<file path="src/rtl/cursor_serial_rx_if.sv">
// Bundle between the Arduino GPIO header and the cursor receiver: raw pins in,
// accepted coordinates and frame status out.
interface cursor_serial_rx_if;
    logic [35:0] GPIO;
    logic [9:0]  xCoordinate;
    logic [9:0]  yCoordinate;
    logic        coord_valid;
    logic        frame_err;
    logic [7:0]  err_count;

    modport master (
        output GPIO,
        input  xCoordinate, yCoordinate, coord_valid, frame_err, err_count
    );

    modport slave (
        input  GPIO,
        output xCoordinate, yCoordinate, coord_valid, frame_err, err_count
    );
endinterface

</file>
<file path="src/rtl/cursor_serial_rx.sv">
// Receives 24-bit cursor packets over the Arduino serial link, validates them,
// clamps to the 640x480 screen and holds the last good position.
module cursor_serial_rx #(
    parameter int SCLK_BIT       = 8,
    parameter int DATA_BIT       = 9,
    parameter int CS_N_BIT       = 10,
    parameter int TIMEOUT_CYCLES = 50000
) (
    input  logic               clk,
    input  logic               reset,
    cursor_serial_rx_if.slave  bus
);
    localparam int                TMO_W    = $clog2(TIMEOUT_CYCLES);
    localparam logic [TMO_W-1:0]  TMO_LAST = TMO_W'(TIMEOUT_CYCLES - 1);

    typedef enum logic [1:0] {IDLE, SHIFT, CHECK, WAIT_END} state_t;

    function automatic logic [9:0] clamp10(input logic [9:0] v, input logic [9:0] lim);
        return (v > lim) ? lim : v;
    endfunction

    function automatic logic [7:0] sat_inc8(input logic [7:0] v);
        return (v == 8'hFF) ? v : v + 8'd1;
    endfunction

    // Synchronisers are left unreset so a reset in mid-frame never fakes a cs_n edge.
    logic sclk_s1, sclk_s2, sclk_s3;
    logic data_s1, data_s2;
    logic cs_s1, cs_s2, cs_s3;

    always_ff @(posedge clk) begin
        sclk_s1 <= bus.GPIO[SCLK_BIT];
        sclk_s2 <= sclk_s1;
        sclk_s3 <= sclk_s2;
        data_s1 <= bus.GPIO[DATA_BIT];
        data_s2 <= data_s1;
        cs_s1   <= bus.GPIO[CS_N_BIT];
        cs_s2   <= cs_s1;
        cs_s3   <= cs_s2;
    end

    logic unused_gpio;
    assign unused_gpio = ^bus.GPIO;

    logic sclk_rise, cs_fall, cs_rise;
    assign sclk_rise = sclk_s2 & ~sclk_s3;
    assign cs_fall   = ~cs_s2 & cs_s3;
    assign cs_rise   = cs_s2 & ~cs_s3;

    state_t           state_q;
    logic [23:0]      shift_q, shift_d;
    logic [4:0]       bit_cnt_q, bit_cnt_d;
    logic [TMO_W-1:0] tmo_q;
    logic [9:0]       x_q, y_q, x_d, y_d;
    logic             coord_valid_q, frame_err_q;
    logic [7:0]       err_count_q;
    logic             frame_ok;

    assign shift_d   = {shift_q[22:0], data_s2};
    assign bit_cnt_d = bit_cnt_q + 5'd1;
    assign x_d       = clamp10(shift_q[21:12], 10'd639);
    assign y_d       = clamp10(shift_q[11:2], 10'd479);
    // Sync 2'b10, even parity over X, Y and the parity bit itself, stop bit low.
    assign frame_ok  = (shift_q[23:22] == 2'b10) && !(^shift_q[21:1]) && !shift_q[0];

    always_ff @(posedge clk) begin
        if (reset) begin
            state_q       <= IDLE;
            shift_q       <= '0;
            bit_cnt_q     <= '0;
            tmo_q         <= '0;
            x_q           <= 10'd320;
            y_q           <= 10'd240;
            coord_valid_q <= 1'b0;
            frame_err_q   <= 1'b0;
            err_count_q   <= '0;
        end else begin
            coord_valid_q <= 1'b0;
            frame_err_q   <= 1'b0;
            case (state_q)
                IDLE: begin
                    if (cs_fall) begin
                        state_q   <= SHIFT;
                        bit_cnt_q <= '0;
                        tmo_q     <= '0;
                    end
                end
                SHIFT: begin
                    if (sclk_rise) begin
                        shift_q   <= shift_d;
                        bit_cnt_q <= bit_cnt_d;
                        tmo_q     <= '0;
                        if (bit_cnt_d == 5'd24) begin
                            state_q <= CHECK;
                        end else if (cs_rise) begin
                            frame_err_q <= 1'b1;
                            err_count_q <= sat_inc8(err_count_q);
                            state_q     <= IDLE;
                        end
                    end else if (cs_rise || tmo_q == TMO_LAST) begin
                        frame_err_q <= 1'b1;
                        err_count_q <= sat_inc8(err_count_q);
                        state_q     <= IDLE;
                    end else begin
                        tmo_q <= tmo_q + TMO_W'(1);
                    end
                end
                CHECK: begin
                    if (frame_ok) begin
                        x_q           <= x_d;
                        y_q           <= y_d;
                        coord_valid_q <= 1'b1;
                    end else begin
                        frame_err_q <= 1'b1;
                        err_count_q <= sat_inc8(err_count_q);
                    end
                    state_q <= cs_s2 ? IDLE : WAIT_END;
                end
                WAIT_END: begin
                    if (cs_rise) state_q <= IDLE;
                end
                default: state_q <= IDLE;
            endcase
        end
    end

    assign bus.xCoordinate = x_q;
    assign bus.yCoordinate = y_q;
    assign bus.coord_valid = coord_valid_q;
    assign bus.frame_err   = frame_err_q;
    assign bus.err_count   = err_count_q;
endmodule
</file>
<file path="src/flat_wrapper.sv">
// flat-port wrapper written by rule: the top's interface ports become plain ports
module cursor_serial_rx_flat 
#(
    parameter int SCLK_BIT       = 8,
    parameter int DATA_BIT       = 9,
    parameter int CS_N_BIT       = 10,
    parameter int TIMEOUT_CYCLES = 50000
)
  (clk, reset, bus_GPIO, bus_xCoordinate, bus_yCoordinate, bus_coord_valid, bus_frame_err, bus_err_count);
  cursor_serial_rx_if bus_i ();
  input  logic clk;
  input  logic reset;
  input wire logic [$bits(bus_i.GPIO)-1:0] bus_GPIO;
  output wire logic [$bits(bus_i.xCoordinate)-1:0] bus_xCoordinate;
  output wire logic [$bits(bus_i.yCoordinate)-1:0] bus_yCoordinate;
  output wire logic [$bits(bus_i.coord_valid)-1:0] bus_coord_valid;
  output wire logic [$bits(bus_i.frame_err)-1:0] bus_frame_err;
  output wire logic [$bits(bus_i.err_count)-1:0] bus_err_count;
  assign bus_i.GPIO = bus_GPIO;
  assign bus_xCoordinate = bus_i.xCoordinate;
  assign bus_yCoordinate = bus_i.yCoordinate;
  assign bus_coord_valid = bus_i.coord_valid;
  assign bus_frame_err = bus_i.frame_err;
  assign bus_err_count = bus_i.err_count;
  cursor_serial_rx #(.SCLK_BIT(SCLK_BIT), .DATA_BIT(DATA_BIT), .CS_N_BIT(CS_N_BIT), .TIMEOUT_CYCLES(TIMEOUT_CYCLES)) u_core (.clk(clk), .reset(reset), .bus(bus_i));
endmodule
</file>
<file path="config.mk">
export PLATFORM = sky130hd
export DESIGN_NAME = cursor_serial_rx_flat
export DESIGN_NICKNAME = d
export VERILOG_FILES = /design/src/rtl/cursor_serial_rx_if.sv /design/src/rtl/cursor_serial_rx.sv /design/src/flat_wrapper.sv
export SDC_FILE = /design/constraint.sdc
export NUM_CORES = 1
export LEC_CHECK = 0
export CAP_MARGIN = 20
export CORE_MARGIN = 1.5
export CORE_UTILIZATION = 47
export DETAILED_ROUTE_END_ITERATION = 6
export PLACE_DENSITY = 0.74
export SLEW_MARGIN = 5
export SYNTH_ARGS = -nofsm -noshare
export SYNTH_HDL_FRONTEND = slang
export SYNTH_SLANG_ARGS = --single-unit
</file>
<file path="constraint.sdc">
create_clock -name clk -period 6.4 [get_ports clk]
set_input_delay 0.64 -clock clk [delete_from_list [all_inputs] [get_ports clk]]
set_output_delay 0.64 -clock clk [all_outputs]
set_load 0.005 [all_outputs]
</file>
==> results.py, run 1 <==
metrics = {
    "routing": {
        "first_pass_iters": 4,
        "drtIter0Drc": 188,
        "drc_errors": 0,
        "vias": 3083,
        "viasPerCell": 5.36,
        "wirelength_um": 7160,
        "ant_nets": 0,
        "wl_per_cell_um": 12.5,
    },
    "clock_tree": {
        "hold_buffers": 0,
        "cts_setup_buffers": 0,
        "h-tree-depth": 3,
        "path_clk_slew_ns": 0.10,
        "clock_latency_ns": 0.36,
        "tritoncts": "built",
        "cts_root_buf": "clkbuf_8",
        "cts.repair.resized": 0,
        "cts_sinks": 85,
        "cts_buffers": 9,
        "clock_path_buffers": 2,
    },
    "floorplan": {
        "fp.dieW_um": 92.7,
        "initial_core_util": 0.487,
        "ios": 68,
        "dieHeight_um": 92.7,
        "fp-row-count": 32,
        "core_mm2": 0.00777,
        "fp.dieArea_mm2": 0.00860,
    },
    "placement": {
        "dp_cells": 559,
        "place_congestion": 0.794,
        "io_buffers": 34,
        "hpwl_um": 4910,
    },
    "logic_synthesis": {
        "synth.area.top_cells": "dfxtp_1 45%, nand2_1 7.0%, a21oi_1 5.6%",
        "synth_top_area_share": 0.450,
        "async_flop_share": 0,
        "synth.distinct_cells": 52,
        "synth_area_per_cell_um2": 8.60,
        "ys_ff_latch": 85,
        "syn_nets": 485,
        "yosysSeqAreaShare": 0.450,
        "synth_area_mm2": 0.00378,
        "synthCells": 440,
        "synth_edf_count": 0,
        "synth_ff_type": "dfxtp_1",
        "yosysWarnings": 0,
        "yosys.area.top_type": "dfxtp_1",
    },
    "worst_setup_path": {
        "cp_top_family": "XOR/XNOR gates",
        "cp.required_ns": 6.65,
        "max_stage_delay_ns": 0.54,
        "path_class": "reg2reg",
        "regToRegSetupSlack_ns": 3.42,
        "r2r-end": "u_core.bus.err_count[0]",
        "r2r_cells": 7,
        "critPathArrivalTime_ns": 3.24,
        "crit_end": "u_core.bus.err_count[0]",
        "worstSetupStartpointType": "flip-flop",
        "rr_startpoint": "u_core.shift_q[11]",
        "path_cells": "xor2_1 > xnor3_1 > xnor3_2 > mux2i_4 > buf_4 > nor2_1 > mux2_2",
        "cp-startpoint": "u_core.shift_q[11]",
        "crit_path_max_fanout": 30,
        "cp_num_buf_inv": 1,
        "cp_slowest_cell": "mux2i_4",
        "crit_cells": 7,
        "worstSetupEndpointType": "flip-flop",
    },
    "finish": {
        "seqCellArea_mm2": 0.00170,
        "fillers": 715,
        "num-nets-final": 513,
        "multi_input_area_mm2": 0.00196,
        "insertedDiodeCount": 0,
        "stdcell_count": 575,
        "synthToLayoutAreaGrowth_pct": 15.7,
        "final_util": 0.563,
        "drive_above_1_share": 0.0698,
    },
    "timing": {
        "holdWs_ns": 0.332,
        "fin_crit_sh": 0.466,
        "rsz0062_at_grt": "no",
        "clock_skew_ns": 0.0133,
        "maxSlewHeadroom": 0.411,
        "setup_viol": 0,
        "drv_slew": 0,
        "worst_pin_slew_ns": 0.883,
        "fmax_mhz": 335,
        "fin_crit_ns": 2.98,
        "tns_ns": 0,
        "hold_viol": 0,
    },
    "pwr": {
        "switchingPower_mw": 0.263,
        "vdd_drop_max_uv": 136,
        "seqPwrFrac": 0.556,
        "share_comb_of_total_power": 0.079,
        "leakagePower_nw": 1.49,
        "swShare": 0.270,
        "p_int_mw": 0.710,
        "p_per_area_mw_per_mm2": 222,
        "pwr-share-clk": 0.365,
    },
    "global_route": {
        "gr-total-overflow": 0,
        "grt_pass1_wl_um": 12700,
        "grtUsageTotal": 0.183,
        "grt_pass1_vias": 2860,
        "antenna_found_initial": 0,
        "grt_max_degree": 59,
    },
    "worst_hold_path": {
        "hold_class": "reg2reg",
    },
    "job": {
        "maxCapViolCount": 0,
    },
    "outcome": {
        "status": "finished, final reports clean",
    },
}
-- cells by family (layout without fill, tap and decap cells) --
kind of cell,Yosys count,in the layout,synth area share
AND/OR/NAND/NOR,198,198,0.251
AO/OA/AOI/OAI,87,87,0.147
flip-flops,85,85,0.450
buffers and inverters,30,63,0.0344
XOR/XNOR,27,27,0.0774
adder cells (fa/ha/maj),7,7,0.0232
multiplexers,6,6,0.0169
-- sequential cells by signal (all words and copies together) (netlist names), 2 cells and up --
name and flops:
u_core.shift_q 24, u_core.tmo_q 16, u_core.bus.xCoordinate 10, u_core.bus.yCoordinate 10
u_core.bus.err_count 8, u_core.bit_cnt_q 5, u_core.state_q 2
-- per-layer routing --
| layer | vias up | track usage | part of all wire |
|---|---|---|---|
| met3 | 11 | 0.0468 | 0.044 |
| li1 | 1596 | - | - |
| met2 | 61 | 0.284 | 0.45 |
| met1 | 1415 | 0.247 | 0.50 |
| met4 | 0 | 0.0606 | 0.012 |
| met5 | - | 0 | 0 |
-- power by group through the flow --
stage / Sequential, mW / Combinational [mW] / Clock [mW]
4_1_cts: 0.541 / 0.0774 / 0.370
6_report: 0.541 / 0.0769 / 0.355
3_5_place_dp: 0.553 / 0.0771 / 0
2_1_floorplan: 0.552 / 0.0562 / 0
5_1_grt: 0.542 / 0.0862 / 0.390
3_3_place_gp: 0.553 / 0.0748 / 0
-- area by class of cell --
class,count,share of cell area
sequential,85,0.389
clock buffer,9,0.0283
timing repair buffer,37,0.0818
tap,102,0.0292
multi-input combinational,325,0.449
inverter,10,0.00858
clock inverter,7,0.0146
-- synth_stat cells, types with 7 or more instances --
library cell / n
dfxtp_1: 85
nand2_1: 71
nor2_1: 51
a21oi_1: 42
nand3_1: 20
xnor2_1: 16
clkbuf_1: 15
inv_1: 10
o21ai_0: 10
a211oi_1: 7
ha_1: 7
or4_1: 7
xor2_1: 7
-- how the worst min path moves through the flow --
stage	startpoint	end	slack, ns	cells after the start
after floorplan	u_core.cs_s1	u_core.cs_s2	0.31	0
after global placement	u_core.data_s1	u_core.data_s2	0.31	0
after detailed placement	u_core.sclk_s1	u_core.sclk_s2	0.31	0
after CTS	u_core.sclk_s1	u_core.sclk_s2	0.33	0
after global routing	u_core.sclk_s1	u_core.sclk_s2	0.34	0
final	u_core.sclk_s1	u_core.sclk_s2	0.33	0
-- cells in the final DEF (no fill, tap or decap), types with 2 or more instances in the layout --
master,n
inv_6,3
nor4_1,5
or4_1,7
nor2b_1,6
o21a_1,2
nor2_1,51
nor4bb_1,2
o21ai_0,10
and3_1,3
or3_1,3
nor3_1,4
a21boi_0,2
nand4b_1,2
nand2_1,71
o221a_2,5
xor2_1,7
nand2b_1,5
xnor3_1,3
clkinvlp_4,2
dfxtp_1,85
nand4_1,6
a31oi_1,2
xnor2_1,16
mux2i_1,2
mux2_2,3
a211oi_1,7
a21oi_1,42
inv_1,10
inv_8,2
nand3_1,20
ha_1,7
buf_4,3
nor3b_1,6
clkdlybuf4s50_1,33
clkbuf_8,9
o31ai_1,6
nor4b_1,2
-- through the flow --
| stage | cell area [um^2] | setup WS (ns) | power (mW) |
|---|---|---|---|
| final | 4380 | 3.42 | 0.972 |
| after global routing | 4380 | 3.22 | 1.02 |
| after CTS | 4380 | 3.42 | 0.988 |
| after detailed placement | 4190 | 3.45 | 0.631 |
| after global placement | 4190 | 3.48 | 0.628 |
| after floorplan | 3780 | 4.01 | 0.608 |
-- worst register-to-register path, delay by kind of cell (launching register included) --
family	cells	cell delay, ns
and+or+nand+nor	1	0.13
muxes	2	0.84
DFF	1	0.47
buffers and inverters	1	0.39
xor gates and xnor gates	3	1.05
No activity file was read; power rests on OpenSTA's default activity.
==> inputs of run 2 (changes only) <==
--- a/config.mk
+++ b/config.mk
@@ -9,7 +9,7 @@
 export CORE_MARGIN = 1.5
 export CORE_UTILIZATION = 47
 export DETAILED_ROUTE_END_ITERATION = 6
-export PLACE_DENSITY = 0.74
+export PLACE_DENSITY = 0.76
 export SLEW_MARGIN = 5
 export SYNTH_ARGS = -nofsm -noshare
 export SYNTH_HDL_FRONTEND = slang
==> constraint.sdc (replaced) <==
create_clock -name clk -period 2.4 [get_ports clk]
set_input_delay 0.24 -clock clk [delete_from_list [all_inputs] [get_ports clk]]
set_output_delay 0.24 -clock clk [all_outputs]
set_load 0.005 [all_outputs]
==> run 2 against run 1 <==
Compared with the run above:
- the run now ends with negative setup slack left
- flip-flop and latch count is the same
- routed wire length rose by 13%
- hold slack worse by 0.050 ns
- utilization is 4.2 points higher
- sequential share of layout area fell by 2.6 points
==> results.py, run 2 (synthesis gave the netlist of run 1 again) <==
metrics = {
    "global_route": {
        "grt_pass1_wl_um": 13700,
        "gr-total-overflow": 0,
        "grt_pass1_vias": 3103,
        "antenna_found_initial": 0,
        "grtUsageTotal": 0.198,
        "grt_max_degree": 41,
    },
    "timing": {
        "fin_crit_ns": 2.40,
        "setup_viol": 1,
        "holdWs_ns": 0.281,
        "tns_ns": -0.00122,
        "maxSlewHeadroom": 0.674,
        "rsz0062_at_grt": "yes",
        "worst_pin_slew_ns": 0.487,
        "drv_slew": 0,
        "fmax_mhz": 416,
        "clock_skew_ns": 0.0128,
        "fin_crit_sh": 1.00,
        "hold_viol": 0,
        "fin_ws_ns": -0.00122,
    },
    "finish": {
        "final_common_cell": "dfxtp_1",
        "num-nets-final": 544,
        "final_area_mm2": 0.00470,
        "drive_above_1_share": 0.151,
        "insertedDiodeCount": 0,
        "largestRegisters": "u_core.shift_q: 24 flops, u_core.tmo_q: 16 flops",
        "regMostFlops": "u_core.shift_q",
        "multi_input_area_mm2": 0.00201,
        "synthToLayoutAreaGrowth_pct": 24.3,
        "seqCellArea_mm2": 0.00170,
        "largest_reg_flops": 24,
        "mostFrequentLayoutCells": "83 x dfxtp_1, 71 x nand2_1, 50 x nor2_1, 39 x a21oi_1, 33 x clkdlybuf4s50_1",
        "fillers": 661,
        "stdcell_count": 605,
    },
    "clock_tree": {
        "cts_sinks": 85,
        "cts_buffers": 9,
        "h-tree-depth": 3,
        "clock_latency_ns": 0.35,
        "path_clk_slew_ns": 0.09,
        "hold_buffers": 0,
        "cts_root_buf": "clkbuf_8",
        "tritoncts": "built",
        "clock_path_buffers": 2,
    },
    "routing": {
        "ant_nets": 0,
        "vias": 3318,
        "wl_per_cell_um": 13.4,
        "first_pass_iters": 5,
        "viasPerCell": 5.48,
        "drc_errors": 0,
        "wirelength_um": 8110,
        "drtIter0Drc": 200,
    },
    "placement": {
        "io_buffers": 34,
        "hpwl_um": 5480,
        "place_congestion": 0.847,
        "dp_cells": 587,
        "postPlaceCellArea_mm2": 0.00441,
    },
    "floorplan": {
        "fp.dieW_um": 92.7,
        "core_mm2": 0.00777,
        "ios": 68,
        "initial_core_util": 0.487,
        "dieHeight_um": 92.7,
        "fp-row-count": 32,
        "fp.dieArea_mm2": 0.00860,
    },
    "pwr": {
        "leakagePower_nw": 1.68,
        "vdd_drop_max_uv": 273,
        "p_per_area_mw_per_mm2": 578,
    },
    "outcome": {
        "status": "finished with violations",
        "violations": "negative setup slack",
    },
    "worst_setup_path": {
        "critPathArrivalTime_ns": 2.69,
        "path_class": "reg2reg",
        "worstSetupEndpointType": "flip-flop",
        "crit_path_max_fanout": 7,
        "cp.required_ns": 2.69,
        "worstSetupStartpointType": "flip-flop",
    },
    "worst_hold_path": {
        "hold_class": "in2reg",
    },
    "job": {
        "maxCapViolCount": 0,
    },
}
## run 2: changes by cell type in the layout (fill, tap and decap cells not counted), sizes merged
cell,change
clkinvlp,-1
clkbuf,+2
inv,-4
clkinv,+1
buf,+31
bufinv,+1
## run 2: cell type report
type	count	area share
timing repair buffer	68	0.130
tap	102	0.0271
clock inverter	4	0.0117
inverter	10	0.00799
clock buffer	11	0.0322
multi-input combinational	325	0.429
sequential	85	0.363
## run 2: through the flow
step,util,total power [mW],setup WS [ns]
after detailed placement,0.568,1.70,-0.202
after floorplan,-,1.62,0.00985
after global routing,0.605,2.82,-0.0767
after CTS,0.598,2.73,0.00146
final,0.605,2.72,-0.00122
after global placement,0.568,1.70,-0.146
## run 2: final timing paths
path,from,cells past startpoint,end,slack [ns]
worst min register to register,u_core.cs_s1,0,u_core.cs_s2,0.33
worst min-delay path,reset,2,u_core.bit_cnt_q[0],0.28
worst max register to register,u_core.shift_q[15],7,u_core.bus.err_count[4],-0.001
worst max-delay path,u_core.shift_q[15],7,u_core.bus.err_count[4],-0.001
## run 2: worst max-delay path: stages (launching register included)
cell	delay (ns)
dfxtp_2	0.34
xnor3_1	0.40
xnor3_1	0.23
xnor3_2	0.30
mux2i_4	0.25
buf_4	0.17
or4_1	0.52
a21oi_2	0.13
## run 2: per-layer routing
| layer | GRT usage | routed length (um) | up-vias |
|---|---|---|---|
| met5 | 0 | 0 | - |
| met4 | 0.0896 | 95 | 0 |
| met3 | 0.0296 | 397 | 8 |
| met2 | 0.322 | 3870 | 100 |
| met1 | 0.259 | 3740 | 1553 |
| li1 | - | - | 1657 |
## run 2: repair_timing
| item | 4_1_cts | 5_1_grt |
|---|---|---|
| gates resized for setup | 1 | 14 |
| setup buffers | 4 | 0 |
| endpoints found under the setup margin | 26 | 21 |
| pin swaps | 3 | 4 |
## run 2: power breakdown
group	leakage [nW]	internal [mW]	switching [mW]
clock network	0.102	0.538	0.498
registers	0.689	1.43	0.0155
logic	0.890	0.0890	0.148
==> inputs of run 3 (changes only) <==
--- a/config.mk
+++ b/config.mk
@@ -6,10 +6,10 @@
 export NUM_CORES = 1
 export LEC_CHECK = 0
 export CAP_MARGIN = 20
-export CORE_MARGIN = 1.5
 export CORE_UTILIZATION = 47
 export DETAILED_ROUTE_END_ITERATION = 6
 export PLACE_DENSITY = 0.76
+export SETUP_SLACK_MARGIN = 0.4
 export SLEW_MARGIN = 5
 export SYNTH_ARGS = -nofsm -noshare
 export SYNTH_HDL_FRONTEND = slang
==> run 3 against run 2 <==
Compared with the run above:
- the run now ends clean
- setup slack better by 0.041 ns
- utilization is 6.5 points higher
- first-iteration DRC count is 5.5% lower
- critical path type unchanged
==> results.py, run 3 (synthesis gave the netlist of run 1 again) <==
metrics = {
    "worst_setup_path": {
        "worstSetupEndpointType": "flip-flop",
        "cp_slowest_cell": "or4b_1",
        "path_cells": "xnor3_1 > xnor3_1 > xnor3_2 > mux2i_4 > buf_12 > or4b_1 > a21oi_1",
        "regToRegSetupSlack_ns": 0.04,
        "r2r_cells": 7,
        "path_class": "reg2reg",
        "worstSetupStartpointType": "flip-flop",
        "critPathArrivalTime_ns": 2.67,
        "max_stage_delay_ns": 0.52,
        "cp.required_ns": 2.71,
        "cp_common_cell": "xnor3_1",
        "crit_path_max_fanout": 11,
    },
    "finish": {
        "stdcell_count": 617,
        "insertedDiodeCount": 0,
        "regMostFlops": "u_core.shift_q",
        "final_util": 0.670,
        "mostFrequentLayoutCells": "78 x dfxtp_1, 69 x nand2_1, 47 x nor2_1, 40 x a21oi_1, 33 x clkdlybuf4s50_1",
        "largest_reg_flops": 24,
        "multi_input_area_mm2": 0.00230,
        "synthToLayoutAreaGrowth_pct": 37.6,
        "num-nets-final": 555,
        "drive_above_1_share": 0.241,
        "largestRegisters": "u_core.shift_q: 24 flops, u_core.tmo_q: 16 flops",
        "final_common_cell": "dfxtp_1",
        "seqCellArea_mm2": 0.00172,
        "fillers": 587,
    },
    "global_route": {
        "gr-total-overflow": 0,
        "grt_pass1_wl_um": 15000,
        "grtUsageTotal": 0.222,
        "grt_max_degree": 32,
        "antenna_found_initial": 0,
        "grt_pass1_vias": 3223,
    },
    "timing": {
        "hold_viol": 0,
        "rsz0062_at_grt": "yes",
        "worst_pin_slew_ns": 0.801,
        "fmax_mhz": 424,
        "setup_viol": 0,
        "tns_ns": 0,
        "maxSlewHeadroom": 0.459,
        "clock_skew_ns": 0.0138,
        "drv_slew": 0,
        "fin_crit_sh": 0.983,
        "fin_ws_ns": 0.0398,
        "fin_crit_ns": 2.36,
    },
    "pwr": {
        "share_comb_of_total_power": 0.105,
        "p_per_area_mw_per_mm2": 533,
        "pwr-share-clk": 0.374,
        "swShare": 0.269,
        "leakagePower_nw": 1.81,
        "p_int_mw": 2.03,
        "seqPwrFrac": 0.521,
        "switchingPower_mw": 0.747,
        "vdd_drop_max_uv": 370,
    },
    "routing": {
        "ant_nets": 0,
        "viasPerCell": 5.55,
        "drtIter0Drc": 189,
        "wirelength_um": 9410,
        "first_pass_iters": 5,
        "vias": 3424,
        "drc_errors": 0,
        "wl_per_cell_um": 15.3,
    },
    "clock_tree": {
        "clock_latency_ns": 0.37,
        "path_clk_slew_ns": 0.09,
        "h-tree-depth": 3,
        "clock_path_buffers": 2,
        "cts_sinks": 85,
        "cts_buffers": 9,
        "cts_root_buf": "clkbuf_8",
        "tritoncts": "built",
    },
    "placement": {
        "pre_cts_ws_ns": 0.00758,
        "io_buffers": 34,
        "hpwl_um": 5570,
        "dp_cells": 580,
        "place_congestion": 0.824,
    },
    "floorplan": {
        "fp.dieW_um": 91.7,
        "fp-row-count": 32,
        "initial_core_util": 0.487,
        "ios": 68,
        "fp.dieArea_mm2": 0.00841,
        "dieHeight_um": 91.7,
        "core_mm2": 0.00777,
    },
    "worst_hold_path": {
        "holdPathStages": 1,
        "hold_class": "in2reg",
    },
    "job": {
        "maxCapViolCount": 0,
    },
    "outcome": {
        "status": "finished, final reports clean",
    },
}
run 3: cell types whose count changed in the layout (fill, tap and decap cells not counted), moves of 4 or more:
cell	delta
buf_12	+6
dfxtp_1	-5
nor4_4	+4
o221a_2	-4
o221a_4	+4
nor4_1	-5
run 3: worst paths after layout:
check                                               end          startpoint
worst max-delay path            u_core.bus.err_count[7]  u_core.shift_q[13]
worst min-delay path                       u_core.cs_s1        bus_GPIO[10]
worst max register to register  u_core.bus.err_count[7]  u_core.shift_q[13]
worst min register to register           u_core.sclk_s2      u_core.sclk_s1
run 3: through the flow:
step / power [mW] / instance area (um^2) / hold WS (ns)
3_5_place_dp: 1.71 / 4410 / 0.316
3_3_place_gp: 1.70 / 4410 / 0.312
2_1_floorplan: 1.63 / 3810 / 0.268
5_1_grt: 2.88 / 5210 / 0.304
6_report: 2.77 / 5210 / 0.310
4_1_cts: 2.74 / 4990 / 0.310
run 3: routing by layer:
layer | track usage | up-vias | share of wire
li1 | - | 1683 | -
met1 | 0.294 | 1644 | 0.47
met2 | 0.350 | 77 | 0.47
met3 | 0.0489 | 20 | 0.041
met4 | 0.0951 | 0 | 0.019
met5 | 0 | - | 0
run 3: layout make-up:
type                       instances  share of cell area
multi-input combinational        325               0.443
clock buffer                       9              0.0238
timing repair buffer              79               0.158
tap                              102              0.0245
sequential                        85               0.329
clock inverter                     7              0.0142
inverter                          10             0.00721
run 3: worst max-delay path, delay by kind of cell, from the launching register on:
family,cells,cell delay [ns]
compound gates,1,0.13
buf+inv,1,0.15
mux,1,0.23
xor+xnor,3,0.92
simple gates,1,0.52
flops,1,0.34
run 3: power by group through the flow:
stage / logic [mW] / clock network, mW / registers (mW)
after floorplan: 0.157 / 0 / 1.47
after global placement: 0.222 / 0 / 1.48
after detailed placement: 0.230 / 0 / 1.48
after CTS: 0.253 / 1.04 / 1.44
after global routing: 0.316 / 1.11 / 1.45
final: 0.291 / 1.04 / 1.45
run 3: what timing repair did:
item	in CTS	in global routing
pin swaps	9	9
buffers inserted	9	10
endpoints found under the setup margin	40	44
hold buffers	0	0
cloned	2	0
gates resized for setup	47	31
